### src/rtl/alu_pkg.sv
// Shared ALU definitions: operation encodings (common with alu_control_unit),
// default datapath width, and the execute-unit FSM / shifter type enums.
package alu_pkg;

  localparam int XLEN_DEFAULT = 32;

  localparam logic [3:0] ALU_AND  = 4'b0000;
  localparam logic [3:0] ALU_OR   = 4'b0001;
  localparam logic [3:0] ALU_ADD  = 4'b0010;
  localparam logic [3:0] ALU_SLL  = 4'b0011;
  localparam logic [3:0] ALU_SRL  = 4'b0100;
  localparam logic [3:0] ALU_SRA  = 4'b0101;
  localparam logic [3:0] ALU_SUB  = 4'b0110;
  localparam logic [3:0] ALU_SLT  = 4'b0111;
  localparam logic [3:0] ALU_SLTU = 4'b1000;
  localparam logic [3:0] ALU_XOR  = 4'b1001;

  typedef enum logic [1:0] {
    ST_IDLE  = 2'd0,
    ST_SHIFT = 2'd1,
    ST_DONE  = 2'd2
  } state_e;

  typedef enum logic [1:0] {
    SH_SLL = 2'd0,
    SH_SRL = 2'd1,
    SH_SRA = 2'd2
  } shift_e;

  function automatic logic is_shift(input logic [3:0] code);
    return (code == ALU_SLL) || (code == ALU_SRL) || (code == ALU_SRA);
  endfunction

  function automatic shift_e shift_type_of(input logic [3:0] code);
    case (code)
      ALU_SRL: return SH_SRL;
      ALU_SRA: return SH_SRA;
      default: return SH_SLL;
    endcase
  endfunction

endpackage

### src/rtl/alu_multicycle_exec_if.sv
// Request/response bundle between the decode stage (master) and the
// multicycle execute unit (slave).
interface alu_multicycle_exec_if
  import alu_pkg::*;
#(
  parameter int XLEN = XLEN_DEFAULT
) ();

  logic            in_valid;
  logic            in_ready;
  logic [3:0]      alu_control;
  logic [XLEN-1:0] operand_a;
  logic [XLEN-1:0] operand_b;
  logic            out_valid;
  logic            out_ready;
  logic [XLEN-1:0] result;
  logic            zero;

  modport master (
    output in_valid, alu_control, operand_a, operand_b, out_ready,
    input  in_ready, out_valid, result, zero
  );

  modport slave (
    input  in_valid, alu_control, operand_a, operand_b, out_ready,
    output in_ready, out_valid, result, zero
  );

endinterface

### src/rtl/alu_multicycle_exec_serial_shifter.sv
// One-bit-per-cycle shifter: a work register plus a down-counter of
// remaining steps. data_next is the work value after the current step;
// done flags the step that brings the counter to zero.
module serial_shifter
  import alu_pkg::*;
#(
  parameter int XLEN = XLEN_DEFAULT
) (
  input  logic                     clk,
  input  logic                     rst_n,
  input  logic                     load,
  input  shift_e                   shift_type,
  input  logic [$clog2(XLEN)-1:0]  shamt,
  input  logic [XLEN-1:0]          data_in,
  output logic [XLEN-1:0]          data_next,
  output logic                     done
);

  localparam int SHW = $clog2(XLEN);

  shift_e          type_q;
  logic [XLEN-1:0] work_q;
  logic [SHW-1:0]  count_q;

  // Single-step shift of the work register according to the latched type.
  always_comb begin
    data_next = work_q;
    case (type_q)
      SH_SLL:  data_next = {work_q[XLEN-2:0], 1'b0};
      SH_SRL:  data_next = {1'b0, work_q[XLEN-1:1]};
      SH_SRA:  data_next = {work_q[XLEN-1], work_q[XLEN-1:1]};
      default: data_next = work_q;
    endcase
  end

  assign done = (count_q == SHW'(1));

  // Load on request, then step once per cycle until the count runs out.
  always_ff @(posedge clk) begin
    if (!rst_n) begin
      work_q  <= '0;
      count_q <= '0;
      type_q  <= SH_SLL;
    end else if (load) begin
      work_q  <= data_in;
      count_q <= shamt;
      type_q  <= shift_type;
    end else if (count_q != '0) begin
      work_q  <= data_next;
      count_q <= count_q - SHW'(1);
    end
  end

endmodule

### src/rtl/alu_multicycle_exec.sv
// Iterative execute unit: single-cycle logic/arith/compare ops, serial
// shifts, valid/ready on both sides. IDLE is re-entered after every op.
module alu_multicycle_exec
  import alu_pkg::*;
#(
  parameter int XLEN = XLEN_DEFAULT
) (
  input  logic                 clk,
  input  logic                 rst_n,
  alu_multicycle_exec_if.slave bus
);

  localparam int SHW = $clog2(XLEN);

  state_e          state;
  logic            out_valid_q;
  logic [XLEN-1:0] result_q;
  logic            zero_q;
  logic [XLEN-1:0] op_a;
  logic [XLEN-1:0] op_b;
  logic [SHW-1:0]  shamt;
  logic [XLEN-1:0] alu_y;
  logic            start_shift;
  logic [XLEN-1:0] shift_next;
  logic            shift_done;

  assign op_a  = bus.operand_a;
  assign op_b  = bus.operand_b;
  assign shamt = op_b[SHW-1:0];

  assign bus.in_ready  = (state == ST_IDLE) && rst_n;
  assign bus.out_valid = out_valid_q;
  assign bus.result    = result_q;
  assign bus.zero      = zero_q;

  // A shift with nonzero amount goes to the serial shifter; everything else
  // (including a zero-amount shift) completes through the inline mux.
  assign start_shift = (state == ST_IDLE) && bus.in_valid &&
                       is_shift(bus.alu_control) && (shamt != '0);

  // Single-cycle operation mux; illegal codes produce zero.
  always_comb begin
    alu_y = '0;
    case (bus.alu_control)
      ALU_AND:  alu_y = op_a & op_b;
      ALU_OR:   alu_y = op_a | op_b;
      ALU_XOR:  alu_y = op_a ^ op_b;
      ALU_ADD:  alu_y = op_a + op_b;
      ALU_SUB:  alu_y = op_a - op_b;
      ALU_SLT:  alu_y = {{(XLEN-1){1'b0}}, ($signed(op_a) < $signed(op_b))};
      ALU_SLTU: alu_y = {{(XLEN-1){1'b0}}, (op_a < op_b)};
      ALU_SLL, ALU_SRL, ALU_SRA: alu_y = op_a;
      default:  alu_y = '0;
    endcase
  end

  serial_shifter #(.XLEN(XLEN)) u_shifter (
    .clk        (clk),
    .rst_n      (rst_n),
    .load       (start_shift),
    .shift_type (shift_type_of(bus.alu_control)),
    .shamt      (shamt),
    .data_in    (op_a),
    .data_next  (shift_next),
    .done       (shift_done)
  );

  // Control FSM with registered result, zero flag and out_valid.
  always_ff @(posedge clk) begin
    if (!rst_n) begin
      state       <= ST_IDLE;
      out_valid_q <= 1'b0;
      result_q    <= '0;
      zero_q      <= 1'b0;
    end else begin
      case (state)
        ST_IDLE: begin
          if (bus.in_valid) begin
            if (start_shift) begin
              state <= ST_SHIFT;
            end else begin
              result_q    <= alu_y;
              zero_q      <= (alu_y == '0);
              out_valid_q <= 1'b1;
              state       <= ST_DONE;
            end
          end
        end
        ST_SHIFT: begin
          if (shift_done) begin
            result_q    <= shift_next;
            zero_q      <= (shift_next == '0);
            out_valid_q <= 1'b1;
            state       <= ST_DONE;
          end
        end
        ST_DONE: begin
          if (bus.out_ready) begin
            out_valid_q <= 1'b0;
            state       <= ST_IDLE;
          end
        end
        default: begin
          state       <= ST_IDLE;
          out_valid_q <= 1'b0;
        end
      endcase
    end
  end

endmodule

### src/flat_wrapper.sv
// flat-port wrapper written by rule: the top's interface ports become plain ports
module alu_multicycle_exec_flat import alu_pkg::*;
#(
  parameter int XLEN = XLEN_DEFAULT
)
  (clk, rst_n, bus_in_valid, bus_alu_control, bus_operand_a, bus_operand_b, bus_out_ready, bus_in_ready, bus_out_valid, bus_result, bus_zero);
  alu_multicycle_exec_if #(.XLEN(XLEN)) bus_i ();
  input  logic clk;
  input  logic rst_n;
  input wire logic [$bits(bus_i.in_valid)-1:0] bus_in_valid;
  input wire logic [$bits(bus_i.alu_control)-1:0] bus_alu_control;
  input wire logic [$bits(bus_i.operand_a)-1:0] bus_operand_a;
  input wire logic [$bits(bus_i.operand_b)-1:0] bus_operand_b;
  input wire logic [$bits(bus_i.out_ready)-1:0] bus_out_ready;
  output wire logic [$bits(bus_i.in_ready)-1:0] bus_in_ready;
  output wire logic [$bits(bus_i.out_valid)-1:0] bus_out_valid;
  output wire logic [$bits(bus_i.result)-1:0] bus_result;
  output wire logic [$bits(bus_i.zero)-1:0] bus_zero;
  assign bus_i.in_valid = bus_in_valid;
  assign bus_i.alu_control = bus_alu_control;
  assign bus_i.operand_a = bus_operand_a;
  assign bus_i.operand_b = bus_operand_b;
  assign bus_i.out_ready = bus_out_ready;
  assign bus_in_ready = bus_i.in_ready;
  assign bus_out_valid = bus_i.out_valid;
  assign bus_result = bus_i.result;
  assign bus_zero = bus_i.zero;
  alu_multicycle_exec #(.XLEN(XLEN)) u_core (.clk(clk), .rst_n(rst_n), .bus(bus_i));
endmodule
### config.mk
export PLATFORM = sky130hd
export DESIGN_NAME = alu_multicycle_exec_flat
export DESIGN_NICKNAME = d
export VERILOG_FILES = /design/src/rtl/alu_pkg.sv /design/src/rtl/alu_multicycle_exec_if.sv /design/src/rtl/alu_multicycle_exec_serial_shifter.sv /design/src/rtl/alu_multicycle_exec.sv /design/src/flat_wrapper.sv
export SDC_FILE = /design/constraint.sdc
export NUM_CORES = 1
export LEC_CHECK = 0
export BUFFER_PORTS_ARGS = -buffer_cell sky130_fd_sc_hd__buf_4
export CAP_MARGIN = 10
export CORE_MARGIN = 2
export CORE_UTILIZATION = 50
export CTS_CLUSTER_SIZE = 14
export DETAILED_ROUTE_END_ITERATION = 12
export GPL_TIMING_DRIVEN = 0
export HOLD_SLACK_MARGIN = 0.03
export PLACE_DENSITY = 0.67
export SYNTH_ARGS = -nofsm -noshare
export SYNTH_HDL_FRONTEND = slang
export SYNTH_SLANG_ARGS = --single-unit
### constraint.sdc
create_clock -name clk -period 4.4 [get_ports clk]
set_input_delay 0.44 -clock clk [delete_from_list [all_inputs] [get_ports clk]]
set_output_delay 0.44 -clock clk [all_outputs]
set_load 0.05 [all_outputs]
==> reports/summary.txt <==
Height of the chip -> 150 µm
Standard-cell row count -> 53
Most area-hungry cell type in the Yosys netlist -> sky130_fd_sc_hd__dfxtp_1
Most frequent cell on the critical path -> sky130_fd_sc_hd__inv_1
Area of the core -> 0.0210 mm²
Number of stages on the worst setup path -> 16
Startpoint of the worst setup timing path -> bus_operand_a[0]
Number of antenna repair diodes -> 0
Top achievable clock speed -> 236 MHz
Deepest clock path buffer count -> 2
Remaining design rule violation count -> 0
Unique cell type count in the Yosys netlist -> 104
Crit end category -> flip-flop
Post-synth top cells -> sky130_fd_sc_hd__a21oi_1, sky130_fd_sc_hd__nand2_1, sky130_fd_sc_hd__nor2_1
Number of I/O pins -> 107
First-pass GRT wire length -> 71.4 mm
Sequential fraction of the synthesis area -> 0.141
Via Count -> 13200
Total routing usage reported by global routing -> 0.417
Number of CTS-inserted buffers -> 9
Kind of critical path -> primary input to flip-flop
First-iteration detailed-routing DRC count -> 1674
Post-synthesis average cell area -> 6.90 µm²
Post-detailed-route count of antenna-violating nets -> 0
Synthesized Nets -> 1722
Clock transition at the register clock pins on the worst setup and hold paths after CTS -> 0.06 ns
Die boundary width -> 150 µm
Worst path slowest cell -> sky130_fd_sc_hd__nor4_1
Post-Route Skew -> 0.00850 ns
Slew at the pin closest to its max-slew limit -> 0.930 ns
Final critical-path share of the clock period -> 0.963
Startpoint of the worst register-to-register path -> u_core.u_shifter.type_q[0]
Worst hold path class -> primary input to flip-flop
Post-route total power -> 3960 µW
Number of antenna violations at the first check in global routing -> 0
Share of the synthesized area in the top cell type -> 0.141
Count of final setup violators -> 0
Worst stage delay on the critical path -> 0.50 ns
Routability cong. -> 0.995
Via-per-instance ratio -> 6.77
Synthesized cell area -> 0.0107 mm²
Sum of net half-perimeters after detailed placement -> 37.0 mm
Layout-stage area growth over the synthesis result -> 13.5%
Largest cells by area after synthesis -> sky130_fd_sc_hd__dfxtp_1, sky130_fd_sc_hd__ha_1, sky130_fd_sc_hd__a21oi_1
Clock Tree Root -> sky130_fd_sc_hd__clkbuf_16
Final global-route overflow total -> 0
Number of enable flip-flop cells after synthesis -> 0
Inst Count DP -> 1927
Starting density of the core -> 0.509
Cells along the critical path -> buf_4 > inv_1 > ha_1 > inv_1 > fa_1 > nor3b_2 > o311ai_1 > a31oi_2 > nor3_2 > o41a_1 > xnor2_1 > o21ai_0 > nor4_1 > nand4_1 > nor4_2 > a32o_1
Number of maximum-capacitance constraint violations -> 0
Run status -> complete, no violations
Max_slew headroom -> 0.372
Type of origin of the critical path -> primary input
Peak ir drop on the vdd network -> 0.261 mV
Post-synthesis async set-or-reset flop share -> 0
Final count of pins violating max slew -> 0
Area of combinational cells with multiple inputs -> 0.00826 mm²
Cell area after placement -> 0.0118 mm²
Worst setup timing slack at the placement stage -> -0.143 ns
Post-synthesis sequential element count -> 75
Skew-Pair Late Insertion Delay -> 0.34 ns
Filler Cell Count -> 2151
Buffers plus inverters on the worst setup path -> 3
Capture point of the worst path -> u_core.bus.zero
Clock net sink count -> 75
Post-route worst hold slack -> 0.372 ns
Unrepaired setup endpoints after global routing -> no
Data arrival time of the worst path -> 4.52 ns
Total area of sequential cells -> 0.00150 mm²
Share of cells above drive strength 1 -> 0.127
Cell with the most instances after synthesis -> sky130_fd_sc_hd__a21oi_1
Number of hold-repair buffers added at the cts stage -> 0
WL/cell -> 24.4 µm
I/O Buffers -> 104
Worst Setup Slack, final -> 0.164 ns
Final worst path period need -> 4.24 ns
Total wire length -> 47.4 mm
Hold Violations, Final -> 0
Die Footprint -> 0.0225 mm²
Synth warn -> 0
Reg2Reg Depth -> 8
Design area -> 0.0121 mm²
Htree depth -> 3
Post-synth top flop -> sky130_fd_sc_hd__dfxtp_1
Power density over the cells -> 327 mW/mm²
Maximum number of pins on one net before global-route repair -> 13
Critical path fanouts, max -> 5
Leakage power figure -> 0.00506 µW
Worst EP required -> 4.68 ns
Gate count after technology mapping -> 1546
Number of global-route vias before repair -> 11900
Endpoint of the most critical register-to-register path -> u_core.bus.result[21]
Total number of nets in the final design -> 1839
Clock tree from TritonCTS -> built
Post-Layout Cell Count -> 1942
Setup slack of the worst register-to-register path -> 0.85 ns
Kind of cell adding the most delay to the critical path -> simple AND/OR/NAND/NOR gates
Number of detailed-route iterations in the first pass -> 6
placed cells by master, fill, tap and decap left out, types with 10 or more instances in the layout:
master,n
sky130_fd_sc_hd__a211oi_1,18
sky130_fd_sc_hd__a221oi_1,21
sky130_fd_sc_hd__buf_4,105
sky130_fd_sc_hd__dfxtp_1,75
sky130_fd_sc_hd__buf_2,33
sky130_fd_sc_hd__o211ai_1,51
sky130_fd_sc_hd__o221ai_1,10
sky130_fd_sc_hd__o21a_1,13
sky130_fd_sc_hd__nand3_1,32
sky130_fd_sc_hd__or3_1,12
sky130_fd_sc_hd__nand4_1,19
sky130_fd_sc_hd__and3_1,10
sky130_fd_sc_hd__inv_1,111
sky130_fd_sc_hd__o21ai_0,85
sky130_fd_sc_hd__nor2b_1,17
sky130_fd_sc_hd__nand2b_1,25
sky130_fd_sc_hd__a221o_1,13
sky130_fd_sc_hd__nor4_1,10
sky130_fd_sc_hd__clkbuf_1,70
sky130_fd_sc_hd__buf_1,15
sky130_fd_sc_hd__o22a_1,12
sky130_fd_sc_hd__a21oi_1,174
sky130_fd_sc_hd__and2_1,10
sky130_fd_sc_hd__o32ai_1,15
sky130_fd_sc_hd__o21ai_1,10
sky130_fd_sc_hd__nor3_1,35
sky130_fd_sc_hd__ha_1,102
sky130_fd_sc_hd__o21bai_1,10
sky130_fd_sc_hd__nor2_1,133
sky130_fd_sc_hd__mux2i_1,13
sky130_fd_sc_hd__nand2_1,157
sky130_fd_sc_hd__o22ai_1,21
sky130_fd_sc_hd__o31ai_1,14
sky130_fd_sc_hd__a21o_1,15
per-layer routing:
layer,global-route usage,vias to the layer above,wire (µm)
met1,0.585,6123,19800
met2,0.602,924,19200
met3,0.0945,172,5780
li1,-,5935,-
met5,0,-,0
met4,0.189,0,2730
where the power goes:
part	switching, µW	internal (µW)	total (µW)
clock network	305	391	697
registers	170	820	990
logic	1460	817	2270
worst min path at each step:
stage / startpoint / cells past startpoint / to
finish: bus_operand_b[3] / 3 / u_core.u_shifter.count_q[3]
global placement: u_core.bus.result[24] / 2 / u_core.bus.result[24]
floorplan: u_core.state[1] / 2 / u_core.state[1]
global route: bus_operand_b[0] / 3 / u_core.u_shifter.count_q[0]
detailed placement: u_core.bus.result[20] / 2 / u_core.bus.result[20]
CTS: bus_out_ready / 4 / u_core.state[1]
sequential cells by signal (all words and copies together), names as in the netlist:
register,flops
u_core.u_shifter.work_q,32
u_core.bus.out_valid,1
u_core.bus.zero,1
u_core.u_shifter.count_q,5
u_core.u_shifter.type_q,2
u_core.bus.result,32
u_core.state,2
cell families after synthesis:
family,count (synthesis),share of synthesized area
compound gates,601,0.395
simple gates,500,0.225
fa+ha+maj,104,0.123
xor+xnor,12,0.00985
mux,18,0.0175
flops,75,0.141
buf+inv,236,0.0883
final cells by class:
cell class,instances,share of cell area
plain buffers,120,0.0418
clock buffers,10,0.0197
clock inverters,5,0.00248
inverters,116,0.0359
multi-input cells,1235,0.682
flip-flops and latches,75,0.124
well taps,275,0.0284
repair buffers,106,0.0660
tightest hold or removal path: cells and delay by family:
kind,cells,cell delay (ns)
and+or+nand+nor,1,0.05
buffers and inverters,1,0.13
AOI/OAI and AO/OA,1,0.05
repair_timing:
item	4_1_cts	5_1_grt
resized for setup	0	4
setup buffers	0	0
endpoints found under the setup margin	0	1
stage by stage:
stage | utilization | setup TNS [ns]
after floorplan | - | 0
after global placement | 0.563 | -0.148
after detailed placement | 0.564 | -0.143
after CTS | 0.577 | 0
after global routing | 0.578 | 0
final | 0.578 | 0
(Power assumes the default switching activity.)
